===== src/rtl/audio_sample_fifo_if.sv =====
// audio_sample_fifo_if: sample push/pop handshake, request pulse and status between link decoder, I2S sender and FIFO
// master drives audio_en, in_valid/in_data and out_ready; slave (the FIFO) returns data, request and status.
interface audio_sample_fifo_if #(parameter int AW = 4);
    logic          audio_en;
    logic          in_valid;
    logic [31:0]   in_data;
    logic          out_ready;
    logic [31:0]   out_data;
    logic          out_valid;
    logic          audio_req;
    logic [AW:0]   level;
    logic          overflow;
    logic          underflow;
    modport master (
        output audio_en, in_valid, in_data, out_ready,
        input  out_data, out_valid, audio_req, level, overflow, underflow
    );
    modport slave (
        input  audio_en, in_valid, in_data, out_ready,
        output out_data, out_valid, audio_req, level, overflow, underflow
    );
endinterface


===== src/rtl/audio_sample_fifo.sv =====
// audio_sample_fifo: show-ahead stereo sample buffer with burst audio-request generation
// mon_clk/reset: clock and synchronous active-high reset.
// bus.audio_en enables requests; in_valid/in_data push; out_ready pops;
// out_data/out_valid show the head; audio_req pulses one cycle; level, overflow, underflow report status.
module audio_sample_fifo #(
    parameter int DEPTH   = 16,
    parameter int AW      = 4,
    parameter int BURST   = 4,
    parameter int TIMEOUT = 4095
) (
    input logic mon_clk,
    input logic reset,
    audio_sample_fifo_if.slave bus
);
    localparam int TW = $clog2(TIMEOUT + 1);
    localparam logic [AW:0] FULL    = (AW+1)'(DEPTH);
    localparam logic [AW:0] REQ_MAX = (AW+1)'(DEPTH - BURST);
    typedef enum logic [1:0] {IDLE, REQ, WAIT} state_t;
    logic [31:0]   mem [DEPTH];
    logic [AW-1:0] rd_ptr, wr_ptr;
    logic [AW:0]   level, burst_cnt, burst_nxt;
    logic [TW-1:0] tmo_cnt, tmo_nxt;
    logic          push, pop, audio_req, overflow, underflow;
    state_t        state;
    // A full FIFO still accepts a push when the same cycle pops the head.
    assign pop       = bus.out_ready && level != '0;
    assign push      = bus.in_valid && (level != FULL || pop);
    assign burst_nxt = burst_cnt - {{AW{1'b0}}, push};
    assign tmo_nxt   = tmo_cnt - TW'(1);
    always_ff @(posedge mon_clk) begin
        if (push) mem[wr_ptr] <= bus.in_data;
    end
    always_ff @(posedge mon_clk) begin
        if (reset) begin
            rd_ptr    <= '0;
            wr_ptr    <= '0;
            level     <= '0;
            overflow  <= 1'b0;
            underflow <= 1'b0;
            state     <= IDLE;
            audio_req <= 1'b0;
            burst_cnt <= '0;
            tmo_cnt   <= '0;
        end else begin
            if (push) wr_ptr <= wr_ptr + 1'b1;
            if (pop) rd_ptr <= rd_ptr + 1'b1;
            level     <= level + {{AW{1'b0}}, push} - {{AW{1'b0}}, pop};
            overflow  <= overflow | (bus.in_valid & ~push);
            underflow <= underflow | (bus.out_ready & (level == '0));
            audio_req <= 1'b0;
            case (state)
                IDLE: if (bus.audio_en && level <= REQ_MAX) begin
                    state     <= REQ;
                    audio_req <= 1'b1;
                end
                REQ: begin
                    burst_cnt <= (AW+1)'(BURST);
                    tmo_cnt   <= TW'(TIMEOUT);
                    state     <= WAIT;
                end
                WAIT: begin
                    burst_cnt <= burst_nxt;
                    tmo_cnt   <= tmo_nxt;
                    if (burst_nxt == '0 || tmo_nxt == '0) state <= IDLE;
                end
                default: state <= IDLE;
            endcase
        end
    end
    assign bus.level     = level;
    assign bus.out_valid = level != '0;
    assign bus.out_data  = level != '0 ? mem[rd_ptr] : '0;
    assign bus.audio_req = audio_req;
    assign bus.overflow  = overflow;
    assign bus.underflow = underflow;
endmodule


===== src/flat_wrapper.sv =====
// flat-port wrapper written by rule: the top's interface ports become plain ports
module audio_sample_fifo_flat 
#(
    parameter int DEPTH   = 16,
    parameter int AW      = 4,
    parameter int BURST   = 4,
    parameter int TIMEOUT = 4095
)
  (mon_clk, reset, bus_audio_en, bus_in_valid, bus_in_data, bus_out_ready, bus_out_data, bus_out_valid, bus_audio_req, bus_level, bus_overflow, bus_underflow);
  audio_sample_fifo_if #(.AW(AW)) bus_i ();
  input logic mon_clk;
  input logic reset;
  input wire logic [$bits(bus_i.audio_en)-1:0] bus_audio_en;
  input wire logic [$bits(bus_i.in_valid)-1:0] bus_in_valid;
  input wire logic [$bits(bus_i.in_data)-1:0] bus_in_data;
  input wire logic [$bits(bus_i.out_ready)-1:0] bus_out_ready;
  output wire logic [$bits(bus_i.out_data)-1:0] bus_out_data;
  output wire logic [$bits(bus_i.out_valid)-1:0] bus_out_valid;
  output wire logic [$bits(bus_i.audio_req)-1:0] bus_audio_req;
  output wire logic [$bits(bus_i.level)-1:0] bus_level;
  output wire logic [$bits(bus_i.overflow)-1:0] bus_overflow;
  output wire logic [$bits(bus_i.underflow)-1:0] bus_underflow;
  assign bus_i.audio_en = bus_audio_en;
  assign bus_i.in_valid = bus_in_valid;
  assign bus_i.in_data = bus_in_data;
  assign bus_i.out_ready = bus_out_ready;
  assign bus_out_data = bus_i.out_data;
  assign bus_out_valid = bus_i.out_valid;
  assign bus_audio_req = bus_i.audio_req;
  assign bus_level = bus_i.level;
  assign bus_overflow = bus_i.overflow;
  assign bus_underflow = bus_i.underflow;
  audio_sample_fifo #(.DEPTH(DEPTH), .AW(AW), .BURST(BURST), .TIMEOUT(TIMEOUT)) u_core (.mon_clk(mon_clk), .reset(reset), .bus(bus_i));
endmodule

===== config.mk =====
export PLATFORM = sky130hd
export DESIGN_NAME = audio_sample_fifo_flat
export DESIGN_NICKNAME = d
export VERILOG_FILES = /design/src/rtl/audio_sample_fifo_if.sv /design/src/rtl/audio_sample_fifo.sv /design/src/flat_wrapper.sv
export SDC_FILE = /design/constraint.sdc
export NUM_CORES = 1
export LEC_CHECK = 0
export ABC_AREA = 1
export BUFFER_PORTS_ARGS = -buffer_cell sky130_fd_sc_hd__buf_2
export CAP_MARGIN = 20
export CORE_ASPECT_RATIO = 1.4
export CORE_UTILIZATION = 52
export CTS_BUF_LIST = sky130_fd_sc_hd__clkbuf_2
export CTS_CLUSTER_SIZE = 12
export DETAILED_ROUTE_END_ITERATION = 8
export HOLD_SLACK_MARGIN = 0.08
export PLACE_DENSITY_LB_ADDON = 0.15
export SYNTH_ARGS = -nofsm -noshare
export SYNTH_HDL_FRONTEND = slang
export SYNTH_SLANG_ARGS = --single-unit

===== constraint.sdc =====
create_clock -name mon_clk -period 5.53 [get_ports mon_clk]
set_input_delay 0 -clock mon_clk [delete_from_list [all_inputs] [get_ports mon_clk]]
set_output_delay 0 -clock mon_clk [all_outputs]
set_load 0.02 [all_outputs]

==> results of run 1 <==
==> layer usage <==
layer	vias up	global-route usage (%)	part of all wire, %
met1	7261	32.2	39
met3	150	4.67	6.7
met5	-	0	0.014
met2	620	45.6	51
li1	6820	-	-
met4	2	12.0	4.0
==> placed cells by master (no fill, tap or decap), types with 2 or more instances in the layout <==
cell type      instances
bufinv_16              3
inv_1                 63
o221ai_1              96
dfxtp_4                2
nand3b_1               2
o22ai_1               40
o211ai_1               3
edfxtp_1             512
diode_2                3
a2bb2oi_1              2
o21ai_1               36
buf_12                 7
nand2_2                3
inv_2                  6
clkinv_1              29
clkinv_2               7
buf_4                 13
buf_2                 77
buf_16                 6
nor2_2                 3
nor2_1               319
ha_1                  20
dlygate4sd3_1         76
o21ai_0              252
nand2_1               55
a21oi_1               50
nand3_1               63
nor3_1                 5
clkbuf_2             183
xnor2_1                2
dfxtp_1               36
nand4_1                2
nor2_4                20
==> cells by family after synthesis <==
group,synth area share (%)
flip-flops,73.4
adder cells (fa/ha/maj),1.23
AND/OR/NAND/NOR,8.72
XOR/XNOR,0.119
buffers and inverters,3.68
AO/OA/AOI/OAI,12.9
==> sequential cells by signal, indices dropped and copies added (netlist names), 2 cells and up, named ones only <==
signal / flops
u_core.state: 2
u_core.bus.level: 5
u_core.rd_ptr: 4
u_core.mem: 512
u_core.wr_ptr: 4
u_core.burst_cnt: 5
u_core.tmo_cnt: 12
==> power by group <==
part / total [mW] / internal, mW / leakage [nW] / switching [mW]
combinational: 2.70 / 0.827 / 2.82 / 1.87
clock: 2.57 / 1.03 / 0.880 / 1.55
sequential: 4.87 / 4.71 / 4.95 / 0.165
==> tightest hold or removal path, stage by stage <==
cell and delay (ns):
dlygate4sd3_1 0.54, buf_2 0.13, nor3_1 0.23, nor2_1 0.19, inv_1 0.11, a21oi_1 0.07
==> worst min-delay path by stage <==
stage          cells past startpoint                        endpoint  slack [ns]           start
2_1_floorplan                      0      u_core.mem[0][0]$_DFFE_PP_         0.1  bus_in_data[0]
3_3_place_gp                       3  u_core.bus.overflow$_SDFF_PP0_        0.29    bus_in_valid
3_5_place_dp                       3  u_core.bus.overflow$_SDFF_PP0_        0.29    bus_in_valid
4_1_cts                            6   u_core.wr_ptr[0]$_SDFFE_PP0P_        0.12   bus_out_ready
5_1_grt                            6   u_core.wr_ptr[0]$_SDFFE_PP0P_        0.26   bus_out_ready
6_report                           6   u_core.wr_ptr[0]$_SDFFE_PP0P_        0.25   bus_out_ready
==> synth_stat cells (4+ instances only) <==
cell type    n
edfxtp_1   512
o221ai_1    96
o22ai_1     40
clkbuf_2     5
inv_1       64
nor2_1     335
nand2_1     55
nor3_1       5
o21ai_0    252
ha_1        20
buf_6        7
a21oi_1     50
o21ai_1     36
buf_2       32
clkbuf_1    57
buf_4        6
nand3_1     63
dfxtp_1     39
nor2_2       4
==> metrics by stage <==
step           instances  worst slack (ns)
2_1_floorplan       1709              2.29
3_3_place_gp        2230              2.48
3_5_place_dp        2234              2.43
4_1_cts             2534              1.30
5_1_grt             2544             0.992
6_report            2544              1.34
==> area by class of cell <==
class / instances / area [um^2]
Fill cell: 3320 / 16500
Sequential cell: 551 / 16200
Multi-Input combinational cell: 978 / 5180
Timing Repair Buffer: 179 / 1550
Clock buffer: 183 / 916
Tap cell: 540 / 676
Inverter: 69 / 265
Clock inverter: 41 / 244
Antenna cell: 3 / 7.51
==> reports/metrics.yaml, run 1 <==
synth.area.top_cells: "edfxtp_1 70%, o21ai_0 5.7%, nor2_1 5.7%"
placed_area_um2: 22900
die_area_um2: 43200
crit_buf_inv: 3
io_pins: 78
antenna_left: 0
crit_path_cell_trace: "clkinv_2, buf_4, o21ai_0, o22ai_1, nor2_1, nor2_1, o21ai_1, a21oi_1, buf_2"
vdd_drop_max_mv: 0.313
maxSlewViolCount: 0
fin_skew_ns: 0.0643
hold_buffers: 76
ff2ff_path_depth: 8
synth-async-reset-ratio_pct: 0
synth_largest_area_cell: "edfxtp_1"
synth_edf_count: 512
drt-total-wl_mm: 55.6
firstDrtPassIters: 5
route.detailed.wl_per_inst_um: 21.9
hold_viol_final: 0
core_area_um2: 41500
relSlewSlack_pct: 27.2
power_leakage_nw: 8.65
grt-ovfl-total: 0
root_buffer: "clkbuf_2"
crit_fanout: 68
cts_buffers: 121
grt_max_degree: 215
tightest_slew_ns: 1.09
grt_pass1_vias: 15030
synth_warnings: 0
cts_tree: "yes"
via_per_inst: 5.84
ys_seq_elements: 551
postCtsSetupBuffers: 0
max_freq_mhz: 238
yosys.cell_types.count: 36
final_nets: 1958
fin_crit_sh_pct: 75.9
hold_class: "in2reg"
clk_latency_ns: 1.07
r2r_end: "u_core.mem[7][25]$_DFFE_PP_"
power.density_nw_per_um2: 406
regToRegStartpoint: "u_core.bus.level[2]$_SDFF_PP0_"
ctsResizeCount: 0
seq_area_frac_synth_pct: 73.4
fin_util_pct: 60.2
cts.sinks: 551
path_common_cell: "nor2_1"
synthFlopType: "edfxtp_1"
rsz0062_at_grt: "false"
antenna_found_initial: 3
syn_area_um2: 22000
dp_hpwl_mm: 30.0
clkSlewWorstSetupHoldPaths_ns: 0.11
worstPathArrival_ns: 4.19
cap_violations: 0
crit_family: "buffers and inverters"
drc: 0
netlist_instances: 1709
start_util_pct: 53.1
min_period_ns: 4.19
vias: 14853
final_cell_area_um2: 25000
criticalPathCategory: "reg2out"
grt_pass1_wl_mm: 85.4
die_w_um: 176
outcome: "completed"
syn-num-nets: 1767
startpoint_type: "register"
drive_above_1_share_pct: 16.7
area_growth_pct: 13.5
slowest_stage: "dfxtp_4"
synth_top_area_share_pct: 69.8
portBuffers: 77
setup_tns_ns: 0
cp.required_ns: 5.53
clockBufferDepth: 3
syn_area_per_cell_um2: 12.9
setup_viol: 0
fin_hold_ws_ns: 0.253
slowest_delay_ns: 0.86
grt_usage_pct: 26.4
crit_path_end: "bus_out_data[13]"
path_depth: 9
die_h_um: 245
htreeDepth: 3
gp_congestion: 0.832
critPathCaptureType: "output port"
power_mw: 10.1
fp-row-count: 88
reg2reg_slack_ns: 2.37
drtIter0Drc: 1399
(Power assumes the default switching activity.)
==> run 2, diff against run 1 <==
- ABC_AREA: 1 -> 0
- clock period: 5.53 -> 3.91 ns (I/O delays scaled with it)
==> run 2 against run 1 <==
Worst hold slack better by 0.14 ns; highest routed layer is now met4; non-clock buffer count is 7 higher; sequential share of layout area hardly changed; clock power is 52% higher; die area is 1.9% lower; sequential cell count stayed put; critical path type is now reg2reg; sequential power is 42% higher; synthesized cell count is 40% lower; critical path depth is 3 higher.
==> reports/metrics.yaml, run 2 <==
hold_class: "in2reg"  # unchanged
final_nets: 1340  # was 1,958
rsz0062_at_grt: "false"  # unchanged
placed_area_um2: 22900  # about the same
tightest_slew_ns: 0.863  # was 1.09 ns
drtIter0Drc: 881  # was 1,399
setup_viol: 0  # unchanged
die_h_um: 243  # was 245 um
via_per_inst: 5.65  # was 5.84
critPathCaptureType: "register"  # was output port
crit_family: "simple AND/OR/NAND/NOR gates"  # was buffers and inverters
dp_hpwl_mm: 23.2  # was 30.0 mm
die_w_um: 174  # was 176 um
crit_path_cell_trace: "inv_1, ha_1, nand4b_1, and2_1, ha_1, or3b_1, xnor2_1, o41ai_2, inv_1, a221oi_2, mux2i_1, dlygate4sd3_1"  # was clkinv_2, buf_4, o21ai_0, o22ai_1, nor2_1, nor2_1, o21ai_1, a21oi_1, buf_2
seq_area_frac_synth_pct: 74.8  # was 73.4%
drc: 0  # unchanged
ys_top_cells_by_count: "512 x edfxtp_1, 160 x mux4_2, 46 x nor2_1"  # was 512 x edfxtp_1, 335 x nor2_1, 252 x o21ai_0
yosysMostFrequentCell: "edfxtp_1"  # unchanged
min_period_ns: 3.58
antenna_left: 0  # unchanged
max_freq_mhz: 279
grt_pass1_vias: 11653  # was 15,030
gp_congestion: 0.748  # was 0.832
crit_buf_inv: 3  # unchanged
startpoint_type: "register"  # unchanged
yosys.cell_types.count: 52  # was 36
relSlewSlack_pct: 42.5  # was 27.2%
synth_warnings: 0  # unchanged
clockBufferDepth: 3  # unchanged
slowest_stage: "dlygate4sd3_1"  # was dfxtp_4
hold_viol_final: 0  # unchanged
htreeDepth: 4  # was 3
core_area_um2: 41100  # was 41,500 um^2
cap_violations: 0  # unchanged
netlist_instances: 1017  # was 1,709
grt_max_degree: 75  # was 215
vdd_drop_max_mv: 0.373  # was 0.313 mV
syn-num-nets: 1075  # was 1,767
clkSlewWorstSetupHoldPaths_ns: 0.10  # was 0.11 ns
area_growth_pct: 15.9  # was 13.5%
fin_crit_sh_pct: 91.6
fin_skew_ns: 0.0565  # was 0.0643 ns
cts_tree: "yes"  # unchanged
largest_reg_flops: 512  # unchanged
synth_top_area_share_pct: 71.2  # was 69.8%
vias: 10852  # was 14,853
cp.required_ns: 4.90  # was 5.53 ns
slowest_delay_ns: 0.56  # was 0.86 ns
postCtsSetupBuffers: 0  # unchanged
layout_common_cells: "512 x edfxtp_1, 194 x clkbuf_2, 160 x mux4_2"  # was 512 x edfxtp_1, 319 x nor2_1, 252 x o21ai_0
ys_seq_elements: 551  # unchanged
cts.sinks: 551  # unchanged
grt_usage_pct: 22.3  # was 26.4%
maxSlewViolCount: 0  # unchanged
outcome: "completed"  # unchanged
synth_largest_area_cell: "edfxtp_1"  # unchanged
fillers: 3025  # was 3,320
synthFlopType: "edfxtp_1"  # unchanged
final_cell_area_um2: 25000  # about the same
antenna_found_initial: 2  # was 3
start_util_pct: 52.6  # was 53.1%
criticalPathCategory: "reg2reg"  # was reg2out
portBuffers: 77  # unchanged
crit_fanout: 10  # was 68
drt-total-wl_mm: 45.2  # was 55.6 mm
root_buffer: "clkbuf_2"  # unchanged
layout_commonest_cell: "edfxtp_1"  # unchanged
fin_hold_ws_ns: 0.397  # was 0.253 ns
power.density_nw_per_um2: 582  # was 406 nW/um^2
synth_edf_count: 512  # unchanged
cts_buffers: 131  # was 121
route.detailed.wl_per_inst_um: 23.5  # was 21.9 um
die_area_um2: 42400  # was 43,200 um^2
fp-row-count: 88  # unchanged
power_leakage_nw: 8.24  # was 8.65 nW
synth-async-reset-ratio_pct: 0  # unchanged
largest-register: "u_core.mem"  # unchanged
drive_above_1_share_pct: 36.3  # was 16.7%
setup_tns_ns: 0  # unchanged
worstPathArrival_ns: 4.57  # was 4.19 ns
grt-ovfl-total: 0  # unchanged
syn_area_um2: 21600  # was 22,000 um^2
clk_latency_ns: 1.04  # was 1.07 ns
syn_area_per_cell_um2: 21.2  # was 12.9 um^2
firstDrtPassIters: 5  # unchanged
synth.area.top_cells: "edfxtp_1 71%, mux4_2 17%, dfxtp_1 3.6%"  # was edfxtp_1 70%, o21ai_0 5.7%, nor2_1 5.7%
largest_registers: "u_core.mem x512, u_core.tmo_cnt x12"  # unchanged
io_pins: 78  # unchanged
grt_pass1_wl_mm: 68.7  # was 85.4 mm
## run 2: worst min-delay path, delay by kind of cell
| kind | cells | cell delay [ns] |
|---|---|---|
| buffers and inverters | 3 | 1.31 |
| AO/OA/AOI/OAI | 1 | 0.09 |
## run 2: metal layers
layer	up-vias	track usage [%]	part of all wire (%)
met1	5707	27.9	40
met4	0	7.64	1.6
li1	4808	-	-
met5	-	0	0
met3	66	4.59	4.4
met2	271	38.8	54
## run 2: worst paths after layout
kind / startpoint / end / slack (ns) / cells past startpoint
setup / recovery: u_core.bus.level[2]$_SDFF_PP0_ / u_core.state[1]$_SDFFE_PP0P_ / 0.33 / 12
hold / removal: reset / u_core.tmo_cnt[6]$_SDFFE_PP0P_ / 0.40 / 4
setup reg to reg: u_core.bus.level[2]$_SDFF_PP0_ / u_core.state[1]$_SDFFE_PP0P_ / 0.33 / 12
hold reg to reg: u_core.burst_cnt[0]$_SDFFE_PP0P_ / u_core.burst_cnt[0]$_SDFFE_PP0P_ / 0.50 / 2
## run 2: repair_timing
item,CTS,global route
setup endpoints to repair,0,1
resized for setup,0,1
hold buffers,78,0
hold endpoints to repair,673,0
## run 2: cells by family (layout without fill, tap and decap cells)
group / count (synthesis) / in the layout / share of synthesized area (%)
buffers and inverters: 77 / 440 / 1.48
muxes: 162 / 162 / 16.8
and+or+nand+nor: 144 / 144 / 3.59
xor gates and xnor gates: 15 / 15 / 0.608
other: 0 / 2 / 0
DFF: 551 / 551 / 74.8
adders and majority gates: 21 / 21 / 1.25
AOI/OAI and AO/OA: 47 / 47 / 1.47
## run 2: cell type report
| cell class | instances | area (um^2) | share of cell area (%) |
|---|---|---|---|
| flip-flops and latches | 551 | 16200 | 64.6 |
| multi-input cells | 389 | 5250 | 21.0 |
| inverters | 23 | 86.3 | 0.345 |
| clock inverters | 37 | 300 | 1.20 |
| repair buffers | 186 | 1570 | 6.27 |
| diodes | 2 | 5.00 | 0.0200 |
| well taps | 540 | 676 | 2.70 |
| clock buffers | 194 | 971 | 3.88 |
## run 2: metrics by stage
stage               worst slack, ns  cells  power, mW  util, %
finish                        0.330   1922       14.6     60.9
global route                 0.0495   1922       15.3     60.9
CTS                           0.125   1919       14.8     60.9
detailed placement            0.673   1610       10.8     55.9
global placement              0.783   1610       10.7     55.9
floorplan                    -0.212   1017       9.76        -
## run 2: power breakdown
group          internal (mW)  switching (mW)  leakage (nW)
clock network           1.71            2.18         0.946
registers               6.67           0.237          4.95
logic                   1.81            1.94          2.35
total                   10.2            4.36          8.24
==> run 3, diff against run 2 <==
- ABC_AREA: 0 -> 1
- CORE_UTILIZATION: 52 -> 64
==> run 3 against run 2 <==
Non-clock buffer count up 5; via count up 41%; sequential cell count unchanged; sequential share of layout area up 0.35 points; sequential power down 1%; worst setup slack better by 0.051 ns; routed wire length up 26%; register-to-register slack better by 0.56 ns; final area down 0.55%; cell count up 28%; utilization up 12 points; largest cell class unchanged.
==> reports/metrics.yaml, run 3 (synthesis results as in run 1) <==
layout_common_cells: "512 x edfxtp_1, 319 x nor2_1, 252 x o21ai_0"  # was 512 x edfxtp_1, 194 x clkbuf_2, 160 x mux4_2
area_growth_pct: 13.0  # was 15.9%
cap_violations: 0  # unchanged
crit_fanout: 57  # was 10
drc: 0  # unchanged
antenna_left: 0  # unchanged
comb_power_share_pct: 28.5  # was 25.8%
dp_hpwl_mm: 32.6  # was 23.2 mm
htreeDepth: 3  # was 4
power.density_nw_per_um2: 575  # was 582 nW/um^2
grt-ovfl-total: 0  # unchanged
route.detailed.wl_per_inst_um: 23.2  # was 23.5 um
largest_reg_flops: 512  # unchanged
tightest_slew_ns: 0.917  # was 0.863 ns
relSlewSlack_pct: 38.9  # was 42.5%
power.switching_mw: 5.15  # was 4.36 mW
antenna_found_initial: 2  # unchanged
cts_tree: "yes"  # unchanged
swShare_pct: 36.0  # was 29.9%
firstDrtPassIters: 5  # unchanged
r2r_end: "u_core.mem[7][22]$_DFFE_PP_"  # was u_core.state[1]$_SDFFE_PP0P_
grt_pass1_vias: 15241  # was 11,653
portBuffers: 77  # unchanged
ff2ff_path_depth: 8  # was 12
fin_skew_ns: 0.0808  # was 0.0565 ns
grt_usage_pct: 32.6  # was 22.3%
crit_path_end: "bus_out_data[25]"  # was u_core.state[1]$_SDFFE_PP0P_
setup_tns_ns: 0  # unchanged
maxSlewViolCount: 0  # unchanged
criticalPathCategory: "reg2out"  # was reg2reg
startpoint_type: "register"  # unchanged
grt_max_degree: 142  # was 75
io_pins: 78  # unchanged
start_util_pct: 64.9  # was 52.6%
power_leakage_nw: 8.67  # was 8.24 nW
cts_buffers: 117  # was 131
clkSlewWorstSetupHoldPaths_ns: 0.11  # was 0.10 ns
fp-row-count: 80  # was 88
fin_hold_ws_ns: 0.248  # was 0.397 ns
max_freq_mhz: 283  # was 279 MHz
vdd_drop_max_mv: 0.764  # was 0.373 mV
drt-total-wl_mm: 57.0  # was 45.2 mm
hold_class: "in2reg"  # unchanged
regToRegStartpoint: "u_core.bus.level[2]$_SDFF_PP0_"  # unchanged
die_h_um: 221  # was 243 um
reg2reg_slack_ns: 0.89  # was 0.33 ns
largest_registers: "u_core.mem x512, u_core.tmo_cnt x12"  # unchanged
outcome: "completed"  # unchanged
ctsResizeCount: 0  # unchanged
fin_crit_sh_pct: 90.3  # was 91.6%
vias: 15260  # was 10,852
root_buffer: "clkbuf_2"  # unchanged
via_per_inst: 6.21  # was 5.65
grt_pass1_wl_mm: 85.8  # was 68.7 mm
final_nets: 1966  # was 1,340
fillers: 2263  # was 3,025
drtIter0Drc: 1706  # was 881
cts.sinks: 551  # unchanged
pwr-share-seq_pct: 47.6  # was 47.4%
cp.required_ns: 3.91  # was 4.90 ns
clk_latency_ns: 1.11  # was 1.04 ns
hold_viol_final: 0  # unchanged
core_area_um2: 33900  # was 41,100 um^2
gp_congestion: 0.871  # was 0.748
worstPathArrival_ns: 3.53  # was 4.57 ns
layout_commonest_cell: "edfxtp_1"  # unchanged
min_period_ns: 3.53  # was 3.58 ns
intPower_mw: 9.17  # was 10.2 mW
clockBufferDepth: 3  # unchanged
critPathCaptureType: "output port"  # was register
postCtsSetupBuffers: 0  # unchanged
largest-register: "u_core.mem"  # unchanged
die_area_um2: 35200  # was 42,400 um^2
setup_viol: 0  # unchanged
rsz0062_at_grt: "false"  # unchanged
die_w_um: 159  # was 174 um
drive_above_1_share_pct: 17.1  # was 36.3%
pwr-share-clk_pct: 23.9  # was 26.8%
==> run 3: changes by cell type in the layout (fill, tap and decap cells not counted), moves of 40 or more <==
cell / delta
inv_1: +41
mux4_2: -160
nand2_1: +40
nand3_1: +60
nor2_1: +285
o21ai_0: +248
o221ai_1: +96
==> run 3: critical path, stage by stage (launching register included) <==
cell and delay [ns]:
dfxtp_4 0.41, clkinv_2 0.58, buf_12 0.33, o21ai_0 0.13, o221ai_1 0.43, nand3_1 0.14
a21oi_1 0.25, buf_2 0.21
==> run 3: how the worst min path moves through the flow <==
stage	start	endpoint	slack, ns	depth (start not counted)
6_report	reset	u_core.state[0]$_SDFFE_PP0P_	0.25	5
5_1_grt	reset	u_core.state[1]$_SDFFE_PP0P_	0.21	5
4_1_cts	reset	u_core.state[0]$_SDFFE_PP0P_	0.15	5
3_5_place_dp	bus_in_valid	u_core.bus.overflow$_SDFF_PP0_	0.28	3
3_3_place_gp	bus_in_valid	u_core.bus.overflow$_SDFF_PP0_	0.28	3
2_1_floorplan	bus_in_data[0]	u_core.mem[0][0]$_DFFE_PP_	0.1	0
==> run 3: per-stage QoR <==
stage          instance area, um^2  total power [mW]  cells  utilization [%]  setup slack, ns
3_3_place_gp                 23100              10.8   2165             67.9             1.05
4_1_cts                      24900              14.3   2456             73.3            0.313
6_report                     24900              14.3   2458             73.3            0.381
5_1_grt                      24900              15.0   2458             73.3            0.157
2_1_floorplan                22000              9.56   1709                -            0.666
3_5_place_dp                 23100              10.9   2165             67.9            0.947
==> run 3: power by group through the flow <==
stage	Combinational [mW]	Clock, mW	Sequential [mW]
6_report	4.07	3.43	6.81
3_3_place_gp	3.84	0	6.93
4_1_cts	4.02	3.48	6.81
5_1_grt	4.39	3.73	6.84
2_1_floorplan	2.63	0	6.93
3_5_place_dp	3.93	0	6.94
==> run 3: routing by layer <==
| metal | vias to the layer above | track usage, % | wire (um) |
|---|---|---|---|
| li1 | 6840 | - | - |
| met1 | 7428 | 40.9 | 21000 |
| met2 | 856 | 54.9 | 28900 |
| met3 | 136 | 6.45 | 5240 |
| met4 | 0 | 14.9 | 1900 |
| met5 | - | 0 | 0 |
==> run 3: cell type report <==
cell class	instances	area, um^2	share of cell area (%)
repair buffers	191	1630	6.55
inverters	69	265	1.07
diodes	2	5.00	0.0201
flip-flops and latches	551	16200	65.0
well taps	451	564	2.27
multi-input cells	978	5180	20.8
clock buffers	177	886	3.56
clock inverters	39	190	0.764
==> run 3: what timing repair did <==
action	4_1_cts	5_1_grt
endpoints found under the hold margin	1009	0
hold buffers	75	0
setup endpoints to repair	0	0
